## config.mk

```make
export PLATFORM = sky130hd
export DESIGN_NAME = alu_exec_unit
export DESIGN_NICKNAME = d
export VERILOG_FILES = /design/src/rtl/alu_exec_unit.sv
export SDC_FILE = /design/constraint.sdc
export NUM_CORES = 1
export LEC_CHECK = 0
export BUFFER_PORTS_ARGS = -buffer_cell sky130_fd_sc_hd__buf_2
export CAP_MARGIN = 30
export CORE_UTILIZATION = 63
export DETAILED_ROUTE_END_ITERATION = 6
export PLACE_DENSITY_LB_ADDON = 0.15
export REMOVE_ABC_BUFFERS = 1
export SLEW_MARGIN = 20
export SYNTH_ARGS = -nofsm -noshare
export SYNTH_HDL_FRONTEND = slang
export SYNTH_SLANG_ARGS = --single-unit
```

## constraint.sdc

```tcl
create_clock -name clk -period 2.7 [get_ports clk]
set_input_delay 0.135 -clock clk [delete_from_list [all_inputs] [get_ports clk]]
set_output_delay 0.135 -clock clk [all_outputs]
set_load 0.1 [all_outputs]
```

## src/rtl/alu_exec_unit.sv

```systemverilog
// Execute-stage ALU: registered result, zero and overflow flags.
// Serial 1-bit/cycle shifter unless FAST_SHIFT; valid/ready on both sides.
//
// Ports:
//   clk, reset            rising-edge clock, async active-high reset
//   in_valid/in_ready     operation handshake (alu_cnt, op_a, op_b, shamt)
//   out_valid/out_ready   result handshake (result, zero, overflow)
module alu_exec_unit #(
  parameter int DATA_W     = 32,
  parameter int SHAMT_W    = 5,
  parameter bit FAST_SHIFT = 1'b0
) (
  input  logic               clk,
  input  logic               reset,
  input  logic               in_valid,
  output logic               in_ready,
  input  logic [3:0]         alu_cnt,
  input  logic [DATA_W-1:0]  op_a,
  input  logic [DATA_W-1:0]  op_b,
  input  logic [SHAMT_W-1:0] shamt,
  output logic               out_valid,
  input  logic               out_ready,
  output logic [DATA_W-1:0]  result,
  output logic               zero,
  output logic               overflow
);

  typedef enum logic [1:0] {
    IDLE,
    SHIFT,
    DONE
  } state_t;

  state_t              state_q;
  logic [DATA_W-1:0]   acc_q;
  logic [SHAMT_W-1:0]  cnt_q;
  logic                left_q;
  logic [DATA_W-1:0]   result_q;
  logic                zero_q;
  logic                ovf_q;

  logic [DATA_W-1:0]   res_d;
  logic                ovf_d;
  logic [DATA_W-1:0]   sum;
  logic [DATA_W-1:0]   diff;
  logic [DATA_W-1:0]   acc_step;
  logic                accept;
  logic                is_shift;
  logic                go_serial;

  assign in_ready  = (state_q == IDLE) ||
                     ((state_q == DONE) && out_ready);
  assign accept    = in_valid && in_ready;
  assign out_valid = (state_q == DONE);
  assign result    = result_q;
  assign zero      = zero_q;
  assign overflow  = ovf_q;

  assign sum  = op_a + op_b;
  assign diff = op_a - op_b;

  assign is_shift  = (alu_cnt == 4'b1000) ||
                     (alu_cnt == 4'b1001);
  assign go_serial = is_shift && !FAST_SHIFT &&
                     (shamt != '0);

  assign acc_step = left_q ? (acc_q << 1) : (acc_q >> 1);

  always_comb begin
    res_d = '0;
    ovf_d = 1'b0;
    unique case (alu_cnt)
      4'b0000: begin
        res_d = sum;
        ovf_d = (op_a[DATA_W-1] == op_b[DATA_W-1]) &&
                (sum[DATA_W-1] != op_a[DATA_W-1]);
      end
      4'b0001: begin
        res_d = diff;
        ovf_d = (op_a[DATA_W-1] != op_b[DATA_W-1]) &&
                (diff[DATA_W-1] != op_a[DATA_W-1]);
      end
      4'b0010: res_d = op_a & op_b;
      4'b0011: res_d = op_a | op_b;
      4'b0100: res_d = op_a ^ op_b;
      4'b0101: res_d = ~(op_a | op_b);
      4'b0110: res_d = {{(DATA_W-1){1'b0}},
                        $signed(op_a) < $signed(op_b)};
      4'b0111: res_d = {{(DATA_W-1){1'b0}}, op_a < op_b};
      4'b1000: res_d = op_b >> shamt;
      4'b1001: res_d = op_b << shamt;
      default: res_d = '0;
    endcase
  end

  always_ff @(posedge clk or posedge reset) begin
    if (reset) begin
      state_q  <= IDLE;
      acc_q    <= '0;
      cnt_q    <= '0;
      left_q   <= 1'b0;
      result_q <= '0;
      zero_q   <= 1'b1;
      ovf_q    <= 1'b0;
    end else begin
      unique case (state_q)
        SHIFT: begin
          acc_q <= acc_step;
          cnt_q <= cnt_q - 1'b1;
          // last step lands directly in result
          if (cnt_q == SHAMT_W'(1)) begin
            result_q <= acc_step;
            zero_q   <= (acc_step == '0);
            ovf_q    <= 1'b0;
            state_q  <= DONE;
          end
        end
        default: begin
          if (accept) begin
            if (go_serial) begin
              acc_q   <= op_b;
              cnt_q   <= shamt;
              left_q  <= alu_cnt[0];
              state_q <= SHIFT;
            end else begin
              result_q <= res_d;
              zero_q   <= (res_d == '0);
              ovf_q    <= ovf_d;
              state_q  <= DONE;
            end
          end else if ((state_q == DONE) && out_ready) begin
            state_q <= IDLE;
          end
        end
      endcase
    end
  end

endmodule

```

==> results.cfg, run 1 <==
[run_status]
outcome = aborted with a tool error
stop_stage = global routing (5_1_grt)
error = [ERROR GRT-0116] Global routing finished with congestion. Check the congestion regions in the DRC Viewer.

[logic_synthesis]
ys_warn_count = 0
yosysUniqueCellTypes = 89
synth_area_mm2 = 0.0140
synth_area_per_cell_um2 = 7.62
async_flop_share_pct = 100
ys.flop_type = dfrtp_1
syn_inst = 1834
synth.ff_latch_count = 74
seq_area_frac_synth_pct = 13.3
synth_edf_count = 0

[placement]
dp_slack_ns = -1.29
dp_cells = 2667
hpwl_um = 57200
io_buffers = 112
gp_congestion = 1.36

[clock_network]
numCtsBuffers = 9
root_buffer = clkbuf_16
htree_levels = 3
clock_sinks = 74
cts_buffer_depth = 2

[global_route]
grt_pass1_wl_um = 149000
grt_usage_pct = 88.0
first_global_vias = 25100
grt_max_degree = 75
grt_overflow_total = 1072

[die]
core.rowCount = 54
chipWidth_um = 151
io_pins = 113
initial_core_util_pct = 64.2
die_h_um = 151
cells by family after synthesis:
group                      count (synthesis)  synth area share (%)
adders and majority gates                103                  9.33
buffers and inverters                    290                  8.85
muxes                                    177                  18.2
xor gates and xnor gates                  18                  1.13
DFF                                       74                  13.3
and+or+nand+nor                          595                  19.9
AOI/OAI and AO/OA                        577                  29.2
per-stage QoR:
stage	hold slack [ns]	area [um^2]	utilization (%)
2_1_floorplan	0.252	13100	-
3_3_place_gp	0.236	18900	86.7
3_5_place_dp	0.246	18900	86.7
4_1_cts	0.118	20500	94.2
cell usage after synthesis, drive strengths merged, types with 5 or more instances:
| cell | n | area [um^2] |
|---|---|---|
| clkbuf | 108 | 405 |
| nor3b | 5 | 37.5 |
| ha | 101 | 1260 |
| nand2 | 183 | 687 |
| o2111ai | 5 | 43.8 |
| dfrtp | 73 | 1830 |
| nand4 | 21 | 131 |
| nand3 | 44 | 238 |
| o41ai | 6 | 67.6 |
| and2 | 13 | 81.3 |
| inv | 110 | 413 |
| nor2b | 27 | 169 |
| a221o | 41 | 410 |
| a21oi | 140 | 701 |
| o221ai | 20 | 175 |
| a221oi | 42 | 368 |
| a211o | 16 | 140 |
| xnor2 | 17 | 149 |
| a31oi | 19 | 119 |
| o311ai | 6 | 52.6 |
| a21o | 13 | 97.6 |
| nand2b | 14 | 87.6 |
| and3 | 8 | 50.1 |
| o21a | 6 | 45.0 |
| a2111oi | 5 | 62.6 |
| a22oi | 8 | 60.1 |
| o21ai | 92 | 460 |
| o32ai | 6 | 52.6 |
| o211a | 7 | 70.1 |
| mux2i | 105 | 1050 |
| nor4 | 24 | 175 |
| mux4 | 57 | 1330 |
| o22ai | 11 | 68.8 |
| o2bb2ai | 10 | 87.6 |
| a311oi | 9 | 78.8 |
| o211ai | 28 | 210 |
| o21bai | 8 | 60.1 |
| nor3 | 42 | 215 |
| a31o | 5 | 43.8 |
| a211oi | 40 | 305 |
| or3 | 6 | 42.5 |
| o31ai | 12 | 104 |
| mux2 | 15 | 169 |
| buf | 71 | 414 |
| nor2 | 190 | 713 |
metal layers:
| metal | track usage (%) | overflow |
|---|---|---|
| met5 | 28.6 | 0 |
| met4 | 109 | 352 |
| met3 | 62.0 | 4 |
| met2 | 112 | 701 |
| met1 | 81.4 | 15 |
repair_timing:
action	4_1_cts
pin swaps	85
hold endpoints to repair	73
hold buffers	1
buffers inserted	34
gates resized for setup	228
setup endpoints to repair	29
==> inputs of run 2 (changes only) <==
--- a/config.mk
+++ b/config.mk
@@ -7,7 +7,7 @@
 export LEC_CHECK = 0
 export BUFFER_PORTS_ARGS = -buffer_cell sky130_fd_sc_hd__buf_2
 export CAP_MARGIN = 30
-export CORE_UTILIZATION = 63
+export CORE_UTILIZATION = 40
 export DETAILED_ROUTE_END_ITERATION = 6
 export PLACE_DENSITY_LB_ADDON = 0.15
 export REMOVE_ABC_BUFFERS = 1
==> results.cfg, run 2 <==
[placement]
hpwl_um = 66200
gp_congestion = 1.06
dp_slack_ns = -1.46
io_buffers = 112

[hold_path]
min_to = state_q[1]
hold_depth = 4
holdCritStartpoint = out_ready
min_path_type = in2reg

[logic_synthesis]
synthSimpleGateAreaFrac_pct = 19.9
synth_area_per_cell_um2 = 7.62
synthAdderAreaFrac_pct = 9.33
synth.ff_latch_count = 74
synth_edf_count = 0
yosys.area.top_type = dfrtp_1
synth_compound_area_share_pct = 29.2
synthTopCellsByArea = dfrtp_1 (13%), ha_1 (9.0%), mux2i_1 (7.5%)
synth_xor_area_share_pct = 1.13
seq_area_frac_synth_pct = 13.3
synth_top_area_share_pct = 13.1
ys.flop_type = dfrtp_1
muxShareOfSynthArea_pct = 18.2
synth_area_mm2 = 0.0140
synth_top_family_by_area = compound AO/OA/AOI/OAI gates
async_flop_share_pct = 100
synthTopCellsByCount = nor2_1 (190), nand2_1 (183), a21oi_1 (140)
ys_warn_count = 0
syn_inst = 1834
yosysUniqueCellTypes = 89
yosysMostFrequentCell = nor2_1

[power_and_ir_drop]
p_leak_nw = 10.1
power.density_mw_per_mm2 = 555
ir_worst_vdd_uv = 1040

[die]
die_h_um = 189
die_area_mm2 = 0.0357
core.rowCount = 68
io_pins = 113
chipWidth_um = 189
coreArea_mm2 = 0.0345
initial_core_util_pct = 40.5

[clock_network]
numCtsBuffers = 9
root_buffer = clkbuf_16
cts_buffer_depth = 2
clk_latency_ns = 0.35
cts_tree = done
clock_sinks = 74
htree_levels = 3
path_clk_slew_ns = 0.06

[cells_and_area]
final_net_count = 2690
syn_to_final_growth_pct = 56.3
final_common_cell = buf_4
drive_gt1_share_pct = 44.8
fin_util_pct = 63.4
antenna_cells = 0
layout_common_cells = buf_4 (693), nor2_1 (187), nand2_1 (172)

[run_status]
outcome = complete, but fails checks
violations = setup timing

[drt]
drt-pass1-iter-count = 6
num_vias = 18800
drcViolationCount = 0
drt_iter0_drc = 2258
antenna_left = 0
met1_length_um = 32100
viasPerCell = 6.34
met3_length_um = 7180
met2_length_um = 36500
dr.max_layer_used = met4
routed_wl_um = 81600
routedWlPerCell_um = 27.5

[worst_setup_path]
critPathLaunchType = primary input
worstPathMaxFanout = 3
critPathArrivalTime_ns = 3.53
rr_endpoint = zero
r2r-start = state_q[1]
reg2reg_setup_slack_ns = -0.47
rr_worst_depth = 14
critical_path_class = in2reg
endpoint_kind = flip-flop
worstPathRequired_ns = 2.95

[global_route]
grt_overflow_total = 0
antenna_found_initial = 0
grt_max_degree = 49
grt_usage_pct = 44.6
first_global_vias = 18000
grt_pass1_wl_um = 118000

[timing]
tightest_slew_ns = 0.927
setup_violations = 15
fin_crit_ns = 3.27
report.final.slew_viol_count = 0
max_freq_mhz = 306
final_hold_viol_count = 0
setup_ws_ns = -0.573
min_period_over_period_pct = 121
rsz0062_at_grt = true
max-slew-margin-rel_pct = 37.4
skew_ns = 0.00660

[flow_run]
cap_violations = 0
==> run 2: how the worst max path moves through the flow <==
stage / to / from / cells past startpoint
final: zero / op_a[0] / 17
after global routing: zero / op_a[0] / 20
after CTS: zero / op_a[0] / 17
after detailed placement: zero / op_a[0] / 18
after global placement: zero / op_b[8] / 18
after floorplan: acc_q[0] / state_q[0] / 5
==> run 2: metal layers <==
metal  up-vias  global-route usage (%)
li1       8266                       -
met1      9110                    57.0
met2      1184                    71.5
met3       278                    6.97
met4         0                    25.1
met5         -                       0
==> run 2: where the power goes <==
part	switching [W]	internal (W)
Combinational	0.00570	0.00312
Sequential	0.000362	0.00159
Clock	0.000478	0.000861
Total	0.00654	0.00557
==> run 2: worst max-delay path, stage by stage <==
cell       delay (ns)
buf_6            0.10
buf_6            0.11
ha_4             0.15
fa_2             0.36
a21o_1           0.21
buf_6            0.13
a221o_1          0.38
a21oi_2          0.25
nor2_1           0.06
o211ai_1         0.29
o2111ai_2        0.19
a21oi_2          0.20
nand4_1          0.14
nor4_2           0.26
buf_4            0.17
nand4_1          0.16
o41ai_2          0.24
==> run 2: what timing repair did <==
action	4_1_cts	5_1_grt
hold endpoints to repair	37	0
endpoints found under the setup margin	24	26
pin swaps	82	48
resized for setup	193	118
cloned	1	0
setup buffers	35	22
hold buffers	1	0
==> run 2: cell families (layout without fill, tap and decap cells) <==
kind of cell	count (synthesis)	count (layout)
multiplexers	177	177
AND/OR/NAND/NOR	595	595
AO/OA/AOI/OAI	577	577
buffers and inverters	290	971
XOR/XNOR	18	18
adder cells (fa/ha/maj)	103	103
flip-flops	74	74
==> run 2: stage by stage <==
stage	instances	hold slack [ns]	power [W]	TNS, ns	cell area, um^2
6_report	2970	0.121	0.0121	-3.26	21800
5_1_grt	2970	0.139	0.0125	-4.29	21800
4_1_cts	2956	0.117	0.0117	-3.09	21200
3_5_place_dp	2912	0.266	0.00992	-21.02	19700
3_3_place_gp	2911	0.249	0.00981	-21.10	19700
2_1_floorplan	1655	0.252	0.00659	-104.09	13100
==> run 2: cell type report <==
type | count | area [um^2]
clock buffers | 14 | 264
flip-flops and latches | 74 | 1850
multi-input cells | 1470 | 12100
clock inverters | 2 | 60.1
repair buffers | 844 | 6520
fillers | 3104 | 12600
inverters | 111 | 438
well taps | 455 | 569
Note: power is estimated with default switching activity, not from simulation.
==> inputs of run 3 (changes only) <==
==> constraint.sdc (replaced) <==
create_clock -name clk -period 3.9 [get_ports clk]
set_input_delay 0.195 -clock clk [delete_from_list [all_inputs] [get_ports clk]]
set_output_delay 0.195 -clock clk [all_outputs]
set_load 0.1 [all_outputs]
==> results.cfg, run 3 (synthesis gave the netlist of run 2 again) <==
[worst_setup_path]
worstPathMaxFanout = 7
critical_path_class = in2reg
r2r-start = state_q[0]
endpoint_kind = flip-flop
critPathArrivalTime_ns = 4.07
critPathLaunchType = primary input
worstPathRequired_ns = 4.16
crit_start = op_b[3]
rr_worst_depth = 12

[drt]
met3_length_um = 7010
dr.max_layer_used = met5
drt-pass1-iter-count = 5
routedWlPerCell_um = 29.4
antenna_left = 0
drcViolationCount = 0
viasPerCell = 6.54
num_vias = 17300
drt_iter0_drc = 1977
met1_length_um = 31400
met2_length_um = 34000
routed_wl_um = 77600

[cells_and_area]
syn_to_final_growth_pct = 27.8
drive_gt1_share_pct = 28.9
n_fill_cell = 3456
final_net_count = 2357
layout_common_cells = buf_4 (387), nor2_1 (188), nand2_1 (183)
final_common_cell = buf_4

[power_and_ir_drop]
switching_share_pct = 57.5
p_leak_nw = 8.16
power.total_w = 0.00741
pwr-share-comb_pct = 71.1
power.density_mw_per_mm2 = 415
p_int_w = 0.00315
clockPowerShare_pct = 10.6
p_sw_w = 0.00426
seqPwrFrac_pct = 18.3
ir_worst_vdd_uv = 648

[timing]
setup_violations = 0
tightest_slew_ns = 1.19
min_period_over_period_pct = 97.6
final_hold_viol_count = 0
tns_ns = 0
fin_crit_ns = 3.81
skew_ns = 0.00434
max_freq_mhz = 263
report.final.slew_viol_count = 0
max-slew-margin-rel_pct = 19.9
rsz0062_at_grt = false

[clock_network]
htree_levels = 3
root_buffer = clkbuf_16
cts_tree = done
cts_buffer_depth = 2
path_clk_slew_ns = 0.06
numCtsBuffers = 9
clock_sinks = 74
clk_latency_ns = 0.35

[die]
core.rowCount = 68
io_pins = 113
die_h_um = 189
coreArea_mm2 = 0.0345
chipWidth_um = 189
initial_core_util_pct = 40.5
die_area_mm2 = 0.0357

[global_route]
first_global_vias = 16500
grt_overflow_total = 0
grt_usage_pct = 43.0
antenna_found_initial = 4
grt_max_degree = 49
grt_pass1_wl_um = 112000

[run_status]
outcome = completed

[placement]
gp_congestion = 1.06
hpwl_um = 63500
io_buffers = 112

[hold_path]
holdCritStartpoint = out_ready
hold_depth = 4
min_path_type = in2reg

[flow_run]
cap_violations = 0
[run 3: cell count changes in the layout (fill, tap and decap cells not counted), moves of 13 or more]
cell,before,now
buf_2,95,109
inv_1,90,108
ha_4,22,0
a21oi_1,109,136
o21ai_0,73,86
a21oi_2,23,4
buf_6,30,0
ha_1,78,101
buf_4,693,387
[run 3: through the flow]
stage / worst slack (ns) / utilization [%] / hold WS [ns] / instance area (um^2) / cells
floorplan: -1.11 / - / 0.312 / 13100 / 1655
finish: 0.0924 / 51.8 / 0.146 / 17900 / 2638
global placement: -0.319 / 50.7 / 0.357 / 17500 / 2619
CTS: 0.00493 / 51.6 / 0.142 / 17800 / 2636
detailed placement: -0.350 / 50.7 / 0.367 / 17500 / 2619
global route: 0.0109 / 51.8 / 0.153 / 17800 / 2637
[run 3: layout make-up]
type / count / area, um^2 / area share [%]
flip-flops and latches: 74 / 1850 / 10.4
inverters: 111 / 418 / 2.34
multi-input cells: 1470 / 11000 / 61.6
clock buffers: 10 / 229 / 1.28
repair buffers: 511 / 3740 / 21.0
diodes: 1 / 2.50 / 0.0140
clock inverters: 6 / 42.5 / 0.238
well taps: 455 / 569 / 3.19
[run 3: power by group through the flow]
stage / Clock [W] / Combinational, W / Sequential, W
after global placement: 0 / 0.00508 / 0.00134
after CTS: 0.000790 / 0.00514 / 0.00134
final: 0.000788 / 0.00527 / 0.00135
after detailed placement: 0 / 0.00512 / 0.00135
after global routing: 0.000820 / 0.00551 / 0.00138
after floorplan: 0 / 0.00206 / 0.00251
[run 3: path summary, 6_finish.rpt]
path | endpoint | slack [ns]
max in group asynchronous | zero | 2.42
max | zero | 0.09
min | state_q[1] | 0.15
min reg2reg | result[8] | 0.47
min in group asynchronous | acc_q[4] | 0.53
max reg2reg | zero | 0.40
[run 3: worst max-delay path: stages]
cell     delay [ns]
buf_2          0.11
inv_1          0.06
ha_1           0.42
nor3b_1        0.10
nor3_2         0.35
buf_4          0.19
buf_4          0.11
a21oi_1        0.05
a31o_2         0.26
nor4_2         0.49
nand4_1        0.20
nor4_1         0.39
nand4_1        0.20
nor4_2         0.26
buf_4          0.17
nand4_1        0.18
o41ai_2        0.33
[run 3: what timing repair did]
item	4_1_cts	5_1_grt
gates resized for setup	0	16
hold buffers	1	0
endpoints found under the hold margin	37	0
endpoints found under the setup margin	0	1
buffers inserted	0	1
[run 3: layer usage]
layer | vias up | GRT usage [%]
met4 | 4 | 23.9
met3 | 229 | 9.05
li1 | 7584 | -
met5 | - | 0
met1 | 8440 | 55.2
met2 | 1001 | 67.0
==> inputs of run 4 (changes only) <==
--- a/config.mk
+++ b/config.mk
@@ -10,7 +10,6 @@
 export CORE_UTILIZATION = 40
 export DETAILED_ROUTE_END_ITERATION = 6
 export PLACE_DENSITY_LB_ADDON = 0.15
-export REMOVE_ABC_BUFFERS = 1
 export SLEW_MARGIN = 20
 export SYNTH_ARGS = -nofsm -noshare
 export SYNTH_HDL_FRONTEND = slang
==> results.cfg, run 4 (synthesis gave the netlist of run 2 again) <==
[run_status]
outcome = completed

[global_route]
grt_usage_pct = 40.6
first_global_vias = 15800
grt_overflow_total = 0
grt_max_degree = 51
antenna_found_initial = 0
grt_pass1_wl_um = 107000

[logic_synthesis]
syn-num-nets = 2014

[worst_setup_path]
r2r-start = state_q[1]
endpoint_kind = flip-flop
rr_endpoint = zero
critical_path_class = in2reg
reg2reg_setup_slack_ns = 0.29
worstPathMaxFanout = 2
rr_worst_depth = 12
critPathLaunchType = primary input
worstPathRequired_ns = 4.15
critPathArrivalTime_ns = 4.11

[timing]
final_hold_viol_count = 0
skew_ns = 0.0111
tightest_slew_ns = 0.856
report.final.slew_viol_count = 0
setup_violations = 0
hold_ws_ns = 0.167
rsz0062_at_grt = false
fin_crit_ns = 3.86
max_freq_mhz = 259
max-slew-margin-rel_pct = 42.5
min_period_over_period_pct = 99.1

[die]
chipWidth_um = 189
core.rowCount = 68
coreArea_mm2 = 0.0345
die_h_um = 189
io_pins = 113
die_area_mm2 = 0.0357
initial_core_util_pct = 40.5

[clock_network]
clock_sinks = 74
numCtsBuffers = 9
cts_tree = done
path_clk_slew_ns = 0.07
root_buffer = clkbuf_16
clk_latency_ns = 0.34
htree_levels = 3
cts_buffer_depth = 2

[power_and_ir_drop]
ir_worst_vdd_uv = 658
p_leak_nw = 7.79
power.density_mw_per_mm2 = 421

[cells_and_area]
layout_common_cells = buf_4 (312), nor2_1 (188), nand2_1 (183)
n_fill_cell = 3491
drive_gt1_share_pct = 26.1
fin_cells = 2562
syn_to_final_growth_pct = 23.4
final_common_cell = buf_4
final_net_count = 2281

[drt]
antenna_left = 0
routed_wl_um = 73400
drt_iter0_drc = 2063
routedWlPerCell_um = 28.6
num_vias = 16800
viasPerCell = 6.54
drcViolationCount = 0
drt-pass1-iter-count = 7

[hold_path]
min_to = state_q[1]
holdCritStartpoint = out_ready
min_path_type = in2reg
hold_depth = 4

[placement]
hpwl_um = 59600
dp_cells = 2542
gp_congestion = 1.06
io_buffers = 112

[flow_run]
cap_violations = 0
==> run 4: through the flow <==
| stage | total power, W | TNS, ns | worst slack, ns | instance area [um^2] | util [%] |
|---|---|---|---|---|---|
| final | 0.00726 | 0 | 0.0351 | 17200 | 50.0 |
| after detailed placement | 0.00631 | -1.15 | -0.540 | 16900 | 48.9 |
| after CTS | 0.00717 | 0 | 0.00767 | 17200 | 49.9 |
| after floorplan | 0.00473 | 0 | 0.0140 | 14000 | - |
| after global placement | 0.00628 | -1.49 | -0.626 | 16900 | 48.9 |
| after global routing | 0.00761 | 0 | 0.00347 | 17200 | 50.0 |
==> run 4: routing by layer <==
layer | GRT usage, % | wire length, um | vias up
met4 | 18.7 | 4050 | 0
met5 | 0 | 0 | -
li1 | - | - | 7436
met1 | 55.6 | 31200 | 8179
met3 | 7.47 | 6380 | 180
met2 | 61.7 | 31700 | 966
==> run 4: worst max-delay path, stage by stage <==
cell and delay [ns]:
buf_2 0.11, ha_1 0.22, fa_1 0.41, a21o_1 0.23, a221oi_1 0.26, buf_4 0.17, buf_4 0.11, o21ai_0 0.12
mux2i_1 0.24, nor4_2 0.31, nand4_1 0.19, nor4_1 0.31, buf_4 0.18, nand4_1 0.12, nor4_2 0.35, nand4_1 0.23
o41ai_2 0.35
==> run 4: timing repair <==
item,4_1_cts,5_1_grt
setup buffers,0,2
endpoints found under the hold margin,39,0
hold buffers,1,0
gates resized for setup,3,8
pin swaps,0,1
endpoints found under the setup margin,1,4
gates cloned,0,0
==> run 4: final cells by class <==
cell class	count	area, um^2	area share, %
clock buffers	10	229	1.33
inverters	111	418	2.43
well taps	455	569	3.30
diodes	1	2.50	0.0145
multi-input cells	1470	11000	63.6
flip-flops and latches	74	1850	10.8
repair buffers	435	3130	18.2
clock inverters	6	65.1	0.378
==> run 4: worst max-delay path by stage <==
stage          startpoint    to  slack (ns)
2_1_floorplan  state_q[0]  zero        0.01
3_3_place_gp      op_a[0]  zero       -0.63
3_5_place_dp      op_a[0]  zero       -0.54
4_1_cts           op_a[0]  zero       0.008
5_1_grt          op_b[18]  zero       0.003
6_report          op_a[0]  zero        0.04
==> run 4: power breakdown <==
| group | internal [W] | switching, W |
|---|---|---|
| Sequential | 0.00110 | 0.000240 |
| Clock | 0.000497 | 0.000346 |
| Combinational | 0.00154 | 0.00353 |
| Total | 0.00314 | 0.00412 |
